[config.mk]
export PLATFORM = sky130hd
export DESIGN_NAME = glitch_sequencer
export DESIGN_NICKNAME = d
export VERILOG_FILES = /design/src/rtl/glitch_sequencer.sv
export SDC_FILE = /design/constraint.sdc
export NUM_CORES = 2
export LEC_CHECK = 0
export ABC_CLOCK_PERIOD_IN_PS = 3900
export CELL_PAD_IN_SITES_DETAIL_PLACEMENT = 0
export CELL_PAD_IN_SITES_GLOBAL_PLACEMENT = 1
export CORE_MARGIN = 2
export CORE_UTILIZATION = 50
export CTS_CLUSTER_SIZE = 28
export DETAILED_ROUTE_END_ITERATION = 8
export PLACE_DENSITY_LB_ADDON = 0.1
export SLEW_MARGIN = 25
export SYNTH_ARGS = -nofsm -noshare
export SYNTH_HDL_FRONTEND = slang
export SYNTH_SLANG_ARGS = --single-unit
[constraint.sdc]
create_clock -name clk -period 3.9 [get_ports clk]
set_input_delay 0.975 -clock clk [delete_from_list [all_inputs] [get_ports clk]]
set_output_delay 0.975 -clock clk [all_outputs]
set_load 0.03 [all_outputs]
[src/rtl/glitch_sequencer.sv]
`default_nettype none
// ============================================================================
// glitch_sequencer : I2C byte-pattern matcher driving a timed DAC level program
// Revision 1.0 - parametrised successor of the 1.2V-rail substitution core
// ============================================================================
module glitch_sequencer #(
  parameter int              NUM_CH   = 2,
  parameter int              CH_W     = 1,
  parameter int              PKT_W    = 9,
  parameter int              DAC_W    = 8,
  parameter int              OPND_W   = 32,
  parameter int              ADDR_W   = 6,
  parameter logic [DAC_W-1:0] DAC_IDLE = '1
) (
  input  logic                         clk,
  input  logic                         reset,
  input  logic [NUM_CH-1:0]            i_ch_valid,
  input  logic [NUM_CH*PKT_W-1:0]      i_ch_data,
  input  logic [NUM_CH-1:0]            i_ch_sop,
  input  logic [NUM_CH-1:0]            i_ch_eot,
  input  logic                         i_prog_we,
  input  logic [ADDR_W-1:0]            i_prog_addr,
  input  logic [2+CH_W+OPND_W-1:0]     i_prog_wdata,
  input  logic                         i_arm,
  input  logic                         i_abort,
  input  logic                         i_loop_en,
  output logic [DAC_W-1:0]             o_dac_level,
  output logic                         o_busy,
  output logic                         o_done,
  output logic [ADDR_W-1:0]            o_pc,
  output logic [15:0]                  o_fail_count
);

  localparam int         c_INSTR_W  = 2 + CH_W + OPND_W;
  localparam int         c_DEPTH    = 2 ** ADDR_W;
  localparam logic [1:0] c_OP_MATCH = 2'd0;
  localparam logic [1:0] c_OP_DELAY = 2'd1;
  localparam logic [1:0] c_OP_DAC   = 2'd2;

  typedef enum logic [1:0] {
    S_IDLE  = 2'd0,
    S_FETCH = 2'd1,
    S_EXEC  = 2'd2,
    S_DONE  = 2'd3
  } state_t;

  state_t                r_state;
  logic [c_INSTR_W-1:0]  r_mem [0:c_DEPTH-1];
  logic [c_INSTR_W-1:0]  r_instr;
  logic [ADDR_W-1:0]     r_pc;
  logic [DAC_W-1:0]      r_dac;
  logic [15:0]           r_fail;
  logic [OPND_W-1:0]     r_cnt;
  logic                  r_first;
  logic                  r_arm_d;
  logic                  r_busy;
  logic                  r_done;

  logic [1:0]            w_op;
  logic [CH_W-1:0]       w_ch;
  logic [OPND_W-1:0]     w_opnd;
  logic                  w_sel_valid;
  logic                  w_sel_restart;
  logic [PKT_W-1:0]      w_sel_data;

  assign w_op   = r_instr[c_INSTR_W-1 -: 2];
  assign w_ch   = r_instr[OPND_W +: CH_W];
  assign w_opnd = r_instr[OPND_W-1:0];

  // A channel index with no matching lane leaves every strobe low, so it never matches.
  always_comb begin
    w_sel_valid   = 1'b0;
    w_sel_restart = 1'b0;
    w_sel_data    = '0;
    for (int i = 0; i < NUM_CH; i++) begin
      if (w_ch == CH_W'(i)) begin
        w_sel_valid   = i_ch_valid[i];
        w_sel_restart = i_ch_sop[i] | i_ch_eot[i];
        w_sel_data    = i_ch_data[i*PKT_W +: PKT_W];
      end
    end
  end

  // Program store is frozen while a sequence runs.
  always_ff @(posedge clk) begin
    if (i_prog_we && (r_state == S_IDLE || r_state == S_DONE))
      r_mem[i_prog_addr] <= i_prog_wdata;
    r_instr <= r_mem[r_pc];
  end

  always_ff @(posedge clk) begin
    if (reset) begin
      r_state <= S_IDLE;
      r_dac   <= DAC_IDLE;
      r_pc    <= '0;
      r_fail  <= '0;
      r_cnt   <= '0;
      r_first <= 1'b0;
      r_arm_d <= 1'b0;
      r_busy  <= 1'b0;
      r_done  <= 1'b0;
    end else begin
      r_arm_d <= i_arm;
      if (i_abort) begin
        r_state <= S_IDLE;
        r_dac   <= DAC_IDLE;
        r_pc    <= '0;
        r_cnt   <= '0;
        r_first <= 1'b0;
        r_busy  <= 1'b0;
        r_done  <= 1'b0;
      end else begin
        case (r_state)
          S_IDLE: begin
            if (i_arm && !r_arm_d) begin
              r_state <= S_FETCH;
              r_pc    <= '0;
              r_busy  <= 1'b1;
            end
          end
          S_FETCH: begin
            r_state <= S_EXEC;
            r_first <= 1'b1;
          end
          S_EXEC: begin
            r_first <= 1'b0;
            case (w_op)
              c_OP_MATCH: begin
                // A packet boundary restarts the pattern and swallows any word in that cycle.
                if (w_sel_restart) begin
                  if (r_pc != '0) begin
                    r_pc    <= '0;
                    r_state <= S_FETCH;
                  end
                end else if (w_sel_valid) begin
                  r_state <= S_FETCH;
                  if (w_sel_data == w_opnd[PKT_W-1:0]) begin
                    r_pc <= r_pc + 1'b1;
                  end else begin
                    r_pc <= '0;
                    if (r_fail != 16'hFFFF)
                      r_fail <= r_fail + 16'd1;
                  end
                end
              end
              c_OP_DELAY: begin
                if (r_first) begin
                  if (w_opnd == '0) begin
                    r_pc    <= r_pc + 1'b1;
                    r_state <= S_FETCH;
                  end else begin
                    r_cnt <= w_opnd - 1'b1;
                  end
                end else if (r_cnt == '0) begin
                  r_pc    <= r_pc + 1'b1;
                  r_state <= S_FETCH;
                end else begin
                  r_cnt <= r_cnt - 1'b1;
                end
              end
              c_OP_DAC: begin
                r_dac   <= w_opnd[DAC_W-1:0];
                r_pc    <= r_pc + 1'b1;
                r_state <= S_FETCH;
              end
              default: begin
                if (i_loop_en) begin
                  r_pc    <= '0;
                  r_state <= S_FETCH;
                end else begin
                  r_state <= S_DONE;
                  r_busy  <= 1'b0;
                  r_done  <= 1'b1;
                end
              end
            endcase
          end
          default: begin
            if (!i_arm) begin
              r_state <= S_IDLE;
              r_done  <= 1'b0;
            end
          end
        endcase
      end
    end
  end

  assign o_dac_level  = r_dac;
  assign o_busy       = r_busy;
  assign o_done       = r_done;
  assign o_pc         = r_pc;
  assign o_fail_count = r_fail;

endmodule
`default_nettype wire

Yosys cells after proc, flatten, opt, wreduce, memory -nomap -nowiden
Memories as Yosys holds them, arrays and structs flattened. A register that Yosys moved wholly into a read port is not among the register bits.
Cells that the tools add are included.
{"block": "totals", "reg_bits": 68, "mem_bits_rw": 2240, "inputBits": 71, "output_inout_bits": 32, "elab_cells": 99, "mem_count": 1}
{"name": "r_mem", "words": 64, "width": 35, "read_ports": 1, "rd_clocked_by_memory_dff": 1, "wr": 1, "line_no": "48", "rtl": "logic [c_INSTR_W-1:0] r_mem [0:c_DEPTH-1];"}
{"block": "op_classes", "add_sub_neg": 4, "eq_ne": 19, "n_mux": 39, "bitwise": 6, "n_reduce_logical": 21}
{"op": "$mux W32", "count": 3}
{"op": "$logic_not A32 Y1", "count": 2}
{"op": "$sub A32 B1 Y32 const B", "count": 2}
{"op": "$mux W6", "count": 9}
{"op": "$mux W2", "count": 9}
{"op": "$pmux W6 S3", "count": 1}
{"op": "$add A16 B1 Y16 const B", "count": 1}
{"op": "$ne A16 B16 Y1 const B", "count": 1}
{"op": "$ne A4 B4 Y1 const B", "count": 4}
{"op": "$reduce_and A7 Y1", "count": 2}
{"op": "$pmux W2 S3", "count": 2}
{"op": "$pmux W6 S2", "count": 1}
{"op": "$reduce_and A4 Y1", "count": 3}
{"op": "$mux W1", "count": 10}
{"op": "$eq A9 B9 Y1", "count": 1}
{"op": "$mux W9", "count": 1}
{"op": "$ne A2 B2 Y1 const B", "count": 4}
{"op": "$add A6 B1 Y6 const B", "count": 1}
{"op": "$eq A2 B2 Y1 const B", "count": 3}
{"op": "$pmux W1 S2", "count": 3}
{"op": "$reduce_and A6 Y1", "count": 1}
{"op": "$reduce_bool A6 Y1", "count": 1}
{"op": "$ne A5 B2 Y1 const B", "count": 1}
{"op": "$eq A2 B1 Y1 const B", "count": 2}
{"op": "12 further kinds", "count": 21}

Longest topological paths before layout
{"block": "logic_depth", "depth_word": 7, "ltp_mapped": 16, "depth_no_buf": 8}

Worst setup path before layout
OpenSTA, ideal clock, no wires.
{"block": "synth_timing", "kind": "input to register", "start": "in i_prog_addr[4]", "end": "mem r_mem[16][0] (netlist bit) (enable)", "setup_time_ns": 0.427, "arrival_ns": 3.280, "t_required_ns": 3.473, "setup_slack_ns": 0.192, "path_stages": 4, "path_buffers": 2, "cell_sequence": "clkbuf_1 -> or3b_2 -> clkbuf_1 -> nor2_1"}
{"item": "start: declaration", "line_no": "22", "rtl": "input logic [ADDR_W-1:0] i_prog_addr,"}
{"item": "end: declaration", "line_no": "48"}
Straight into the memory's write port.

Worst setup path after layout
{"block": "layout_timing", "start": "reg r_pc[0] (netlist: o_pc[0])", "end": "out o_pc[0]"}
{"item": "start: declaration", "line_no": "50", "rtl": "logic [ADDR_W-1:0] r_pc;"}
{"item": "start signal: assignment", "line_no": "138", "rtl": "r_pc <= r_pc + 1'b1;"}
{"item": "start signal: assignment", "line_no": "149", "rtl": "r_pc <= r_pc + 1'b1;"}
{"item": "start signal: assignment", "line_no": "155", "rtl": "r_pc <= r_pc + 1'b1;"}
{"item": "end: declaration", "line_no": "30", "rtl": "output logic [ADDR_W-1:0] o_pc,"}
No word-level cell between the ends.

==> flow_summary.yaml <==
clocking:
  postCtsSetupBuffers: 0
  cts_tree: "yes"
  clkTransAtPathRegs_ps: 60
  postCtsHoldBufs: 0
  cts-buffers-inserted: 233
  clk_latency_ps: 860
  cts_resized: 0
  root_buffer: "clkbuf_16"
  htreeDepth: 4
  clock_path_buffers: 3
  clkSinkCount: 2343
critical_path:
  setup.worst_path.end: "o_pc[0]"
  r2r_start: "o_pc[0]$_SDFFE_PP0P_"
  r2r-end: "r_instr[25]$_DFF_P_"
  crit_required_ps: 2920
  cp_top_family: "buffers and inverters"
  critical_path_class: "reg -> out"
  critPathLaunchType: "flop"
  worstPathArrival_ps: 2670
  r2r_cells: 7
  worstSetupStartpoint: "o_pc[0]$_SDFFE_PP0P_"
  crit_top_cell: "buf_12"
  crit_chain: "buf_12 -> buf_12 -> clkdlybuf4s50_1"
  worst-path-stages: 3
  r2r_slack_ps: 740
  critPathCaptureType: "output pin"
  cpPeakStageDelay_ps: 750
  crit_buf_inv: 3
  cp_slowest_cell: "clkdlybuf4s50_1"
  crit_path_max_fanout: 44
place:
  hpwl_mm: 135
  placedCellCount: 6605
  gp_congestion: 0.814
  port_buffers: 102
floorplanning:
  io_pins: 103
  die_h_um: 431
  dieArea_sq_mm: 0.185
  start_util_pct: 50.4
  die_x_um: 431
  num_rows: 156
  core_region_area_sq_mm: 0.181
hold_path:
  hold_class: "reg -> reg"
  hold_path_depth: 2
timing:
  fmax_mhz: 274
  grt_setup_unrepaired: "no"
  slew_violations: 0
  setup-violations-final: 0
  min_period_over_period_pct: 93.5
  hold_slack_ps: 470
  finalSetupTns_ps: 0
  tightest_slew_ps: 1010
  hold_violations: 0
  slew_headroom_pct: 33.0
  fin_skew_ps: 19.8
  post-route-min-period_ps: 3650
route:
  wire_per_inst_um: 33.3
  vias_per_cell: 6.26
  drt_iter0_drc: 4845
  drt-total-wl_mm: 234
  first_pass_iters: 9
  drtAntennaViolNets: 0
  drc: 0
  vias: 43900
global_route:
  antenna_found_initial: 10
  grt_overflow: 0
  grt_util_all_layers_pct: 25.4
  grt_pass1_vias: 44300
  grt_max_degree: 65
  grt_pass1_wl_mm: 331
logic_synthesis:
  ys.flop_type: "edfxtp_1"
  avgSynthCellArea_sq_um: 22.3
  ys_warn_count: 0
  synth_area_sq_mm: 0.0910
  syn-num-nets: 4171
  synth_seq_cells: 2343
  synthArstFlopShare_pct: 0
  synth_edf_count: 2240
  synth_cells: 4089
  synth_cell_type_count: 75
  seq_area_frac_synth_pct: 76.2
finish:
  final_util_pct: 57.7
  final_common_cell: "edfxtp_1"
  nets: 4552
  final_cell_mix: "edfxtp_1, mux4_2, clkbuf_16"
  drive_gt1_share_pct: 30.3
  area_growth_pct: 14.7
  layout.cells.non_filler: 7021
job:
  drv_cap: 0
pwr:
  vdd_ir_drop_max_mv: 0.421
  p_per_area_mw_per_mm2: 478
  power.leakage_nw: 31.7
status:
  status: "finished clean"
==> cell usage after synthesis (3+ instances only) <==
cell type	number	share of area (%)
o21ai_1	8	0.044
o21ai_0	44	0.24
nand4_1	17	0.12
a22oi_1	7	0.058
nor3_1	31	0.17
and2_1	8	0.055
o21a_1	6	0.049
xnor2_1	18	0.17
nand3_1	41	0.23
buf_4	21	0.17
clkbuf_1	90	0.37
o31ai_1	5	0.041
or3_1	13	0.089
mux2_2	12	0.15
nand4b_1	3	0.029
a21o_1	3	0.025
a31oi_1	22	0.15
a32o_1	4	0.044
a211oi_1	36	0.30
nor4_2	3	0.041
nor2b_1	33	0.23
mux2i_1	75	0.82
nand3b_1	5	0.041
or2_2	5	0.034
o22ai_1	4	0.027
o2bb2ai_1	4	0.038
a21oi_1	50	0.27
xor2_1	26	0.25
ha_1	11	0.15
or4_1	5	0.041
and3_1	7	0.048
dfxtp_1	103	2.3
nor2_1	139	0.57
buf_1	32	0.13
nand2_1	113	0.47
inv_1	12	0.049
nor3b_1	7	0.058
edfxtp_1	2240	74
buf_2	82	0.45
nor4_1	14	0.096
mux4_2	686	17
==> worst reg2reg max path, cell delays in order (launching register included) <==
cell and delay (ps):
dfxtp_4 470, buf_12 240, buf_4 430, mux4_2 580, mux4_2 530, mux2_2 350, nand2_1 80, o21ai_0 250
==> sequential cells by signal (all words and copies together) (netlist names) <==
register      cells
o_pc              6
r_cnt            32
r_state           2
r_instr          35
r_first           1
o_fail_count     16
o_done            1
o_dac_level       8
o_busy            1
r_mem          2240
r_arm_d           1
==> power breakdown <==
part / switching [mW] / leakage (nW) / total, mW / internal [mW]
combinational: 0.706 / 7.22 / 0.940 / 0.234
clock: 9.17 / 3.49 / 21.3 / 12.1
sequential: 0.0236 / 21.0 / 27.7 / 27.6
total: 9.90 / 31.7 / 49.9 / 40.0
==> cells by family (layout without fill, tap and decap cells) <==
family                     after synthesis  in the layout  synth area share [%]
and+or+nand+nor                        464            464                  2.55
buffers and inverters                  239            800                  1.19
AOI/OAI and AO/OA                      215            215                  1.56
adders and majority gates               11             11                 0.151
muxes                                  773            773                  18.0
DFF                                   2343           2343                  76.2
xor gates and xnor gates                44             44                 0.423
other                                    0              1                     0
==> metal layers <==
layer / share of wire (%) / wire (um) / global-route usage [%]
met1: 43 / 100000 / 37.0
met3: 5.8 / 13500 / 3.51
met2: 49 / 115000 / 41.2
met4: 2.2 / 5040 / 6.25
met5: 0.012 / 29 / 0
==> cell type report <==
| class | count | area (sq um) |
|---|---|---|
| inverters | 14 | 52.6 |
| diodes | 1 | 2.50 |
| clock buffers | 305 | 6250 |
| multi-input cells | 1507 | 21100 |
| fillers | 13100 | 76400 |
| clock inverters | 110 | 907 |
| repair buffers | 371 | 3730 |
| flip-flops and latches | 2343 | 69400 |
| well taps | 2370 | 2970 |
==> how the worst min path moves through the flow <==
| stage | end | from |
|---|---|---|
| CTS | o_dac_level[4]$_SDFFE_PP1P_ | o_dac_level[4]$_SDFFE_PP1P_ |
| detailed placement | o_dac_level[4]$_SDFFE_PP1P_ | o_dac_level[4]$_SDFFE_PP1P_ |
| floorplan | r_cnt[19]$_SDFFE_PP0P_ | r_cnt[19]$_SDFFE_PP0P_ |
| global placement | o_dac_level[2]$_SDFFE_PP1P_ | o_dac_level[2]$_SDFFE_PP1P_ |
| finish | o_dac_level[4]$_SDFFE_PP1P_ | o_dac_level[4]$_SDFFE_PP1P_ |
| global route | o_dac_level[5]$_SDFFE_PP1P_ | o_dac_level[5]$_SDFFE_PP1P_ |
==> stage by stage <==
| stage | power (mW) | area [sq um] | setup slack, ps |
|---|---|---|---|
| 2_1_floorplan | 28.5 | 91000 | 192 |
| 3_3_place_gp | 29.1 | 97100 | 291 |
| 3_5_place_dp | 29.1 | 97200 | 336 |
| 4_1_cts | 50.3 | 104000 | 120 |
| 5_1_grt | 51.3 | 104000 | 122 |
| 6_report | 49.9 | 104000 | 252 |
Note: power is estimated with default switching activity, not from simulation.
